`config.mk`:
```
export PLATFORM = sky130hd
export DESIGN_NAME = uart_rx_responder
export DESIGN_NICKNAME = d
export VERILOG_FILES = /design/src/rtl/uart_rx_responder.sv
export SDC_FILE = /design/constraint.sdc
export NUM_CORES = 1
export LEC_CHECK = 0
export BUFFER_PORTS_ARGS = -buffer_cell sky130_fd_sc_hd__buf_4
export CORE_MARGIN = 2
export CORE_UTILIZATION = 63
export DETAILED_ROUTE_END_ITERATION = 12
export PLACE_DENSITY = 0.83
export SYNTH_ARGS = -nofsm -noshare
export SYNTH_HDL_FRONTEND = slang
export SYNTH_SLANG_ARGS = --single-unit
export TNS_END_PERCENT = 30
```
`constraint.sdc`:
```
create_clock -name clk -period 4.4 [get_ports clk]
set_clock_uncertainty 0.1 [all_clocks]
set_input_delay 0 -clock clk [delete_from_list [all_inputs] [get_ports clk]]
set_output_delay 0 -clock clk [all_outputs]
set_load 0.01 [all_outputs]
```
`src/rtl/uart_rx_responder.sv`:
```
// UART 8N1 receiver with a single-byte holding register and a CPU handshake.
// A received byte is held in uart_read_byte with int0 raised until the CPU
// pulses uart_read_end. A byte that completes while one is still unread is
// dropped and flagged through the sticky overrun bit. A low stop bit produces
// a one-cycle frame_err pulse. Reception never waits on the CPU.
module uart_rx_responder #(
  parameter int CLKS_PER_BIT = 434
) (
  input  logic       clk,
  input  logic       rst,
  input  logic       rx,
  input  logic       uart_read_end,
  output logic [7:0] uart_read_byte,
  output logic       int0,
  output logic       overrun,
  output logic       frame_err
);

  typedef enum logic [1:0] {
    IDLE  = 2'd0,
    START = 2'd1,
    DATA  = 2'd2,
    STOP  = 2'd3
  } state_t;

  // Mid-bit point of the start bit and the last count of a full bit period.
  localparam logic [15:0] HALF_C = 16'(CLKS_PER_BIT / 2);
  localparam logic [15:0] LAST_C = 16'(CLKS_PER_BIT - 1);

  logic        rx_meta_q;
  logic        rx_s_q;

  state_t      state_q, state_d;
  logic [15:0] cnt_q, cnt_d;
  logic [2:0]  idx_q, idx_d;
  logic [7:0]  shift_q, shift_d;

  // Combinational outcome of the stop-bit sample in the current cycle.
  logic        stop_ok_s;
  logic        stop_bad_s;

  logic [7:0]  byte_q, byte_d;
  logic        int0_q, int0_d;
  logic        ovr_q, ovr_d;
  logic        fe_q, fe_d;

  // Two-flop synchronizer for the asynchronous serial line (idle high).
  always_ff @(posedge clk) begin
    if (rst) begin
      rx_meta_q <= 1'b1;
      rx_s_q    <= 1'b1;
    end else begin
      rx_meta_q <= rx;
      rx_s_q    <= rx_meta_q;
    end
  end

  // Receiver state, bit-period counter, bit index and shift register.
  always_ff @(posedge clk) begin
    if (rst) begin
      state_q <= IDLE;
      cnt_q   <= 16'd0;
      idx_q   <= 3'd0;
      shift_q <= 8'h00;
    end else begin
      state_q <= state_d;
      cnt_q   <= cnt_d;
      idx_q   <= idx_d;
      shift_q <= shift_d;
    end
  end

  // Next-state logic: find start bit, sample its middle, then sample each
  // following bit one full period later (i.e. in the middle of that bit).
  always_comb begin
    state_d    = state_q;
    cnt_d      = cnt_q;
    idx_d      = idx_q;
    shift_d    = shift_q;
    stop_ok_s  = 1'b0;
    stop_bad_s = 1'b0;
    case (state_q)
      IDLE: begin
        if (rx_s_q == 1'b0) begin
          state_d = START;
          cnt_d   = 16'd0;
        end else begin
          state_d = IDLE;
        end
      end
      START: begin
        if (cnt_q == HALF_C) begin
          cnt_d = 16'd0;
          if (rx_s_q == 1'b0) begin
            state_d = DATA;
            idx_d   = 3'd0;
          end else begin
            // Start bit vanished before its midpoint: a glitch, not a frame.
            state_d = IDLE;
          end
        end else begin
          cnt_d = cnt_q + 16'd1;
        end
      end
      DATA: begin
        if (cnt_q == LAST_C) begin
          cnt_d          = 16'd0;
          shift_d[idx_q] = rx_s_q;
          if (idx_q == 3'd7) begin
            state_d = STOP;
            idx_d   = 3'd0;
          end else begin
            idx_d = idx_q + 3'd1;
          end
        end else begin
          cnt_d = cnt_q + 16'd1;
        end
      end
      STOP: begin
        if (cnt_q == LAST_C) begin
          cnt_d   = 16'd0;
          state_d = IDLE;
          if (rx_s_q == 1'b1) begin
            stop_ok_s = 1'b1;
          end else begin
            stop_bad_s = 1'b1;
          end
        end else begin
          cnt_d = cnt_q + 16'd1;
        end
      end
      default: begin
        state_d = IDLE;
        cnt_d   = 16'd0;
        idx_d   = 3'd0;
      end
    endcase
  end

  // Delivery to the holding register and CPU handshake / status flags.
  always_comb begin
    byte_d = byte_q;
    int0_d = int0_q;
    ovr_d  = ovr_q;
    fe_d   = stop_bad_s;
    if (stop_ok_s) begin
      if (!int0_q) begin
        byte_d = shift_q;
        int0_d = 1'b1;
      end else if (uart_read_end) begin
        // Old byte consumed in the same cycle: replace it, stay pending.
        byte_d = shift_q;
        int0_d = 1'b1;
        ovr_d  = 1'b0;
      end else begin
        ovr_d = 1'b1;
      end
    end else if (uart_read_end && int0_q) begin
      int0_d = 1'b0;
      ovr_d  = 1'b0;
    end else begin
      int0_d = int0_q;
    end
  end

  // Registered outputs.
  always_ff @(posedge clk) begin
    if (rst) begin
      byte_q <= 8'h00;
      int0_q <= 1'b0;
      ovr_q  <= 1'b0;
      fe_q   <= 1'b0;
    end else begin
      byte_q <= byte_d;
      int0_q <= int0_d;
      ovr_q  <= ovr_d;
      fe_q   <= fe_d;
    end
  end

  assign uart_read_byte = byte_q;
  assign int0           = int0_q;
  assign overrun        = ovr_q;
  assign frame_err      = fe_q;

endmodule
```
==> out/metrics.yaml, run 1 <==
sta:
  setup_viol: 0
  hold_viol_final: 0
  slew_headroom: 0.240
  final.setup.tns_ns: 0
  report.final.slew_viol_count: 0
  worstMarginPinSlew_ns: 1.14
  period_minus_slack_ns: 2.61
  rsz0062_at_grt: "no"
  post-route-period-util: 0.593
  max_freq_ghz: 0.383
  fin_ws_ns: 1.79
worst_setup_path:
  path_cells: "ha_1 -> or4b_4 -> nor4_2 -> buf_4 -> a41oi_1 -> a211oi_1 -> dlygate4sd3_1"
  worstPathArrival_ns: 2.82
  cp_num_buf_inv: 2
  crit_required_ns: 4.61
  slowest_stage: "dlygate4sd3_1"
  end_kind: "register"
  critPathKind: "reg2reg"
  start_kind: "register"
  crit_path_max_incr_delay_ns: 0.57
  cp_max_fo: 12
  critical-path-top-delay-family: "buffers and inverters"
pwr:
  power.total_w: 0.000654
  p_leak_nw: 0.883
  p_per_area_mw_per_mm2: 293
  peakVddDrop_mv: 0.341
clock_tree:
  cts.sinks: 42
  clock_tree.root_cell: "clkbuf_4"
  clk_pin_slew_ns: 0.12
  cts_max_level: 2
  cts_buffers: 5
  postCtsSetupRepairBufs: 0
  cts_tree: "yes"
  cts_resized: 0
  insertion_delay_ns: 0.36
  clock_path_buffers: 2
detailed_routing:
  firstDrtPassIters: 4
  drt_iter0_drc: 90
  drt_wl_total_um: 4030
  post_drt_wl_per_cell_um: 14.1
  antenna_left: 0
  num_vias: 1717
  viasPerCell: 6.02
  drc: 0
synth:
  synthesis.area_sq_mm: 0.00200
  syn_nets: 234
  synthArstFlopShare: 0
  ys_seq_area_frac: 0.421
  yosysWarnings: 0
  synth-seq-cells: 42
  synth-edff-count: 0
  synth_cell_types: 42
  syn_inst: 226
  synthFlopType: "dfxtp_1"
  syn_area_per_cell_sq_um: 8.84
die:
  start_util: 0.660
  die_x_um: 60.3
  num_rows: 20
  ios: 15
  dieHeight_um: 60.3
  die-area_sq_mm: 0.00364
  core_sq_mm: 0.00303
cells_and_area:
  area_growth_pct: 11.7
  diodes: 0
  drive_gt1_frac: 0.141
  fin_nets: 248
  fin_area_sq_mm: 0.00223
global_route:
  first_global_vias: 1519
  globalRoute.busiestLayer: "met2"
  grt_max_degree: 38
  met2_usage: 0.366
  globalRouteTotalUtil: 0.244
  use_met3: 0.0779
  use_met1: 0.339
  grt_pass1_wl_um: 6650
  grt_overflow: 0
  antenna_found_initial: 0
place:
  placed_cell_area_sq_mm: 0.00211
  place_congestion: 0.823
  hpwl_um: 2790
  place_ws_ns: 1.85
  port-buffer-count: 14
outcome:
  status: "completed"
job:
  max_cap_viol_count: 0
hold_path:
  hold_path_class: "in2reg"
==> cell type report <==
cell class	instances	area, sq um
Inverter	3	11.3
Tap cell	44	55.1
Clock buffer	5	37.5
Sequential cell	42	841
Clock inverter	3	40.0
Timing Repair Buffer	19	153
Fill cell	230	798
Multi-Input combinational cell	169	1090
==> path summary, 6_finish.rpt <==
check                               start   endpoint  slack (ns)  cells past startpoint
worst max-delay path             cnt_q[0]    overrun        1.79                      7
worst min-delay path                   rx  rx_meta_q        0.28                      3
worst max register to register   cnt_q[0]    overrun        1.79                      7
worst min register to register  rx_meta_q     rx_s_q        0.34                      1
==> Yosys cell counts, types with 4 or more instances <==
master / number / area share
a31oi_1: 9 / 0.028
or2_2: 4 / 0.013
nand2b_1: 5 / 0.016
o21ai_0: 4 / 0.010
nand3_1: 11 / 0.028
clkbuf_1: 8 / 0.015
ha_1: 4 / 0.025
mux2i_1: 17 / 0.085
a21oi_1: 9 / 0.023
nand4_1: 7 / 0.022
dfxtp_1: 42 / 0.42
or3_1: 4 / 0.013
nor2_1: 29 / 0.055
nand2_1: 20 / 0.038
==> timing repair <==
action	CTS	global route
endpoints found under the hold margin	32	0
hold buffers	4	0
setup endpoints to repair	0	0
==> cell families (layout without fill, tap and decap cells) <==
kind of cell    count (synthesis)  after routing  synth area share
xor+xnor                        5              5            0.0219
buf+inv                        15             30            0.0320
simple gates                  106            106             0.293
flops                          42             42             0.421
compound gates                 37             37             0.122
fa+ha+maj                       4              4            0.0251
mux                            17             17            0.0852
==> worst reg2reg max path, stage by stage (launching register included) <==
cell	delay (ns)
dfxtp_1	0.43
ha_1	0.17
or4b_4	0.50
nor4_2	0.26
buf_4	0.22
a41oi_1	0.13
a211oi_1	0.19
dlygate4sd3_1	0.57
==> report_power, final <==
part           internal (W)  switching [W]  leakage (nW)   total, W
Combinational    0.00000950      0.0000151         0.499  0.0000246
Sequential         0.000382     0.00000334         0.339   0.000386
Clock              0.000118       0.000126        0.0450   0.000244
Total              0.000509       0.000145         0.883   0.000654
==> stage by stage <==
stage | hold slack, ns | std cells | util
floorplan | 0.00223 | 226 | -
global placement | 0.0865 | 273 | 0.698
detailed placement | 0.0930 | 273 | 0.698
CTS | 0.265 | 285 | 0.736
global route | 0.264 | 285 | 0.736
finish | 0.277 | 285 | 0.736
==> registers in the layout, summed over array words and instances, names as in the netlist, named ones only <==
| signal | cells |
|---|---|
| shift_q | 8 |
| int0 | 1 |
| overrun | 1 |
| state_q | 1 |
| rx_s_q | 1 |
| cnt_q | 16 |
| uart_read_byte | 8 |
| rx_meta_q | 1 |
| frame_err | 1 |
| idx_q | 3 |
==> per-layer routing <==
metal  routed length [um]  up-vias
met5                    0        -
met4                   40        0
met3                  218        5
met2                 1830       46
met1                 1950      812
li1                     -      854
==> cell usage in the layout, fill, tap and decap left out, drive strengths merged, types with 5 or more instances in the layout <==
cell / count
nand2b: 5
a21oi: 9
nor4: 6
nor2: 29
buf: 15
clkbuf: 5
a31oi: 9
nand3: 11
nand2: 21
dfxtp: 42
mux2i: 17
nand4: 7
Note: power is estimated with default switching activity, not from simulation.
==> run 2, diff against run 1 <==
--- a/config.mk
+++ b/config.mk
@@ -5,11 +5,12 @@
 export SDC_FILE = /design/constraint.sdc
 export NUM_CORES = 1
 export LEC_CHECK = 0
+export ABC_AREA = 1
 export BUFFER_PORTS_ARGS = -buffer_cell sky130_fd_sc_hd__buf_4
 export CORE_MARGIN = 2
-export CORE_UTILIZATION = 63
+export CORE_UTILIZATION = 54
 export DETAILED_ROUTE_END_ITERATION = 12
-export PLACE_DENSITY = 0.83
+export PLACE_DENSITY = 0.75
 export SYNTH_ARGS = -nofsm -noshare
 export SYNTH_HDL_FRONTEND = slang
 export SYNTH_SLANG_ARGS = --single-unit
==> constraint.sdc (replaced) <==
create_clock -name clk -period 2.4 [get_ports clk]
set_clock_uncertainty 0.1 [all_clocks]
set_input_delay 0 -clock clk [delete_from_list [all_inputs] [get_ports clk]]
set_output_delay 0 -clock clk [all_outputs]
set_load 0.01 [all_outputs]
==> run 2 against run 1 <==
- design area is 13% higher
- core utilization down 11 points
- sequential share of layout area decreased by 4.4 points
- area after synthesis grew 14%
- first-iteration DRC count grew 64%
- final cell count is 42% higher
- clock power increased by 86%
- sequential power increased by 83%
- worst hold slack improved by 0.049 ns
- count of clock-buffer cells in the layout increased by 1
- critical path type unchanged
- largest cell class unchanged
==> out/metrics.yaml, run 2 <==
outcome:
  status: "completed"
cells_and_area:
  largest_reg_flops: 16  # unchanged
  area_growth_pct: 10.5
  fillerInstances: 393  # +71%
  fin_util: 0.626  # -0.110
  ff_latch_area_sq_um: 841  # unchanged
  final_common_cell: "nand2_1"
  fin_nets: 363  # +46%
  multi_input_area_sq_mm: 0.00122  # +12%
  regMostFlops: "cnt_q"
  diodes: 0  # unchanged
  fin_area_sq_mm: 0.00252  # +13%
  drive_gt1_frac: 0.118  # -0.0231
  mostFrequentLayoutCells: "nand2_1, nor2_1, dfxtp_1"
  instances_no_fill: 406  # +42%
global_route:
  grt_pass1_wl_um: 8640  # +30%
  globalRouteTotalUtil: 0.223  # -0.0211
  antenna_found_initial: 0  # unchanged
  grt_overflow: 0  # unchanged
  first_global_vias: 1894  # +25%
  grt_max_degree: 26  # -32%
clock_tree:
  insertion_delay_ns: 0.30  # -0.06 ns
  cts_tree: "yes"
  clock_tree.root_cell: "clkbuf_8"
  clk_pin_slew_ns: 0.08  # -0.04 ns
  cts_buffers: 5  # unchanged
  cts_max_level: 2  # unchanged
  cts.sinks: 42  # unchanged
  cts_resized: 0  # unchanged
  clock_path_buffers: 2  # unchanged
sta:
  period_minus_slack_ns: 1.87  # -0.739 ns
  hold_viol_final: 0  # unchanged
  worstMarginPinSlew_ns: 0.509  # -0.629 ns
  max_freq_ghz: 0.535  # +40%
  report.final.slew_viol_count: 0  # unchanged
  final.setup.tns_ns: 0  # unchanged
  whs_ns: 0.326  # +0.0489 ns
  post-route-period-util: 0.779  # +0.186
  rsz0062_at_grt: "no"
  setup_viol: 0  # unchanged
  slew_headroom: 0.659  # +0.419
worst_setup_path:
  start_kind: "register"
  end_kind: "register"
  rr_startpoint: "cnt_q[0]"
  cp-endpoint: "cnt_q[1]"
  critPathKind: "reg2reg"
  r2r_cells: 10  # +3
  r2r_end: "cnt_q[1]"
  cp_common_cell: "nand2_1"
  r2r_slack_ns: 0.53  # -1.26 ns
  worstPathArrival_ns: 1.97  # -0.85 ns
  startpoint: "cnt_q[0]"
  slowest_stage: "dfxtp_1"
  cp_max_fo: 10  # -2
  crit_path_max_incr_delay_ns: 0.40  # -0.17 ns
  crit_required_ns: 2.50  # -2.11 ns
  path_cells: "ha_1 -> inv_1 -> nor2_1 -> nand4_1 -> nor2_1 -> o21ai_2 -> nand2_1 -> nand2_1 -> nand2_1 -> inv_1"
die:
  num_rows: 23  # +15%
  start_util: 0.566  # -0.0930
  core_sq_mm: 0.00403  # +33%
  die_x_um: 69.0  # +14%
  dieHeight_um: 69.0  # +14%
  ios: 15  # unchanged
  die-area_sq_mm: 0.00476  # +31%
detailed_routing:
  drc: 0  # unchanged
  num_vias: 2099  # +22%
  firstDrtPassIters: 4  # unchanged
  drt_iter0_drc: 148  # +64%
  post_drt_wl_per_cell_um: 11.9  # -16%
  viasPerCell: 5.17  # -14%
  drt_wl_total_um: 4820  # +19%
  antenna_left: 0  # unchanged
synth:
  yosysWarnings: 0  # unchanged
  ys_seq_area_frac: 0.368  # -0.0526
  synth-edff-count: 0  # unchanged
  synth_top_area_share: 0.368  # -0.0526
  syn_area_per_cell_sq_um: 6.71  # -24%
  synth_area_leaders: "dfxtp_1, nand2_1, nor2_1, inv_1, nand3_1"
  synthArstFlopShare: 0  # unchanged
  synth-seq-cells: 42  # unchanged
  synth.most_common_cell: "nand2_1"
  synthFlopType: "dfxtp_1"
  syn_nets: 348  # +49%
  synthesis.area_sq_mm: 0.00228  # +14%
  syn_inst: 340  # +50%
  synth.largest_area_cell: "dfxtp_1"
  synth_common_cells: "nand2_1, nor2_1, dfxtp_1"
  synth_cell_types: 31  # -26%
place:
  place_congestion: 0.922  # +12%
  place_inst: 395  # +45%
  hpwl_um: 3460  # +24%
  placed_cell_area_sq_mm: 0.00241  # +14%
  port-buffer-count: 14  # unchanged
pwr:
  p_per_area_mw_per_mm2: 489  # +67%
  peakVddDrop_mv: 0.238  # -30%
  p_leak_nw: 1.04  # +18%
hold_path:
  hold_path_class: "in2reg"
job:
  max_cap_viol_count: 0  # unchanged
run 2: cell types whose count changed after synthesis, moves of 6 or more:
| cell | previous run | this run |
|---|---|---|
| inv_1 | 3 | 35 |
| nand4_1 | 7 | 15 |
| nand3_1 | 11 | 26 |
| mux2i_1 | 17 | 0 |
| a21oi_1 | 9 | 23 |
| nand2_1 | 20 | 80 |
| nor2_1 | 29 | 45 |
| o21ai_0 | 4 | 10 |
| nor3_1 | 2 | 9 |
| a31oi_1 | 9 | 0 |
run 2: how the worst min path moves through the flow:
stage          from   endpoint  slack, ns  depth (start not counted)
6_report         rx  rx_meta_q       0.33                          3
5_1_grt          rx  rx_meta_q       0.34                          3
4_1_cts          rx  rx_meta_q       0.31                          3
3_5_place_dp     rx  rx_meta_q        0.1                          2
3_3_place_gp     rx  rx_meta_q       0.09                          2
2_1_floorplan    rx  rx_meta_q      0.004                          1
run 2: per-stage QoR:
step	total power (W)	worst slack (ns)
after floorplan	0.000770	0.877
after global placement	0.000792	0.526
after detailed placement	0.000792	0.527
after CTS	0.00126	0.509
after global routing	0.00129	0.257
final	0.00123	0.530
run 2: cells by family after synthesis:
group / after synthesis / synth area share
AO/OA/AOI/OAI: 42 / 0.103
adder cells (fa/ha/maj): 4 / 0.0219
buffers and inverters: 52 / 0.0959
AND/OR/NAND/NOR: 193 / 0.384
flip-flops: 42 / 0.368
XOR/XNOR: 7 / 0.0269
run 2: worst max-delay path: cells and delay by family (launching register included):
family | cells | cell delay [ns]
AOI/OAI and AO/OA | 1 | 0.21
adders and majority gates | 1 | 0.26
buffers and inverters | 2 | 0.12
DFF | 1 | 0.40
and+or+nand+nor | 6 | 0.68
run 2: per-layer routing:
metal  routed length, um  global-route usage
met4                  63              0.0784
met2                2070               0.334
met1                2440               0.316
met5                   0                   0
met3                 241              0.0482
run 2: cell type report:
class                      instances  area share
timing repair buffer              20      0.0625
clock buffer                       6      0.0288
tap                               50      0.0248
multi-input combinational        246       0.485
inverter                          40      0.0605
sequential                        42       0.333
clock inverter                     2     0.00546
run 2: repair_timing:
item / in CTS / in global routing
endpoints found under the hold margin: 20 / 0
hold buffers: 3 / 0
setup buffers: 0 / 0
run 2: report_power, final:
group | internal, W | total (W) | switching [W]
sequential | 0.000701 | 0.000706 | 0.00000508
combinational | 0.0000236 | 0.0000729 | 0.0000492
clock | 0.000205 | 0.000454 | 0.000248
total | 0.000930 | 0.00123 | 0.000303
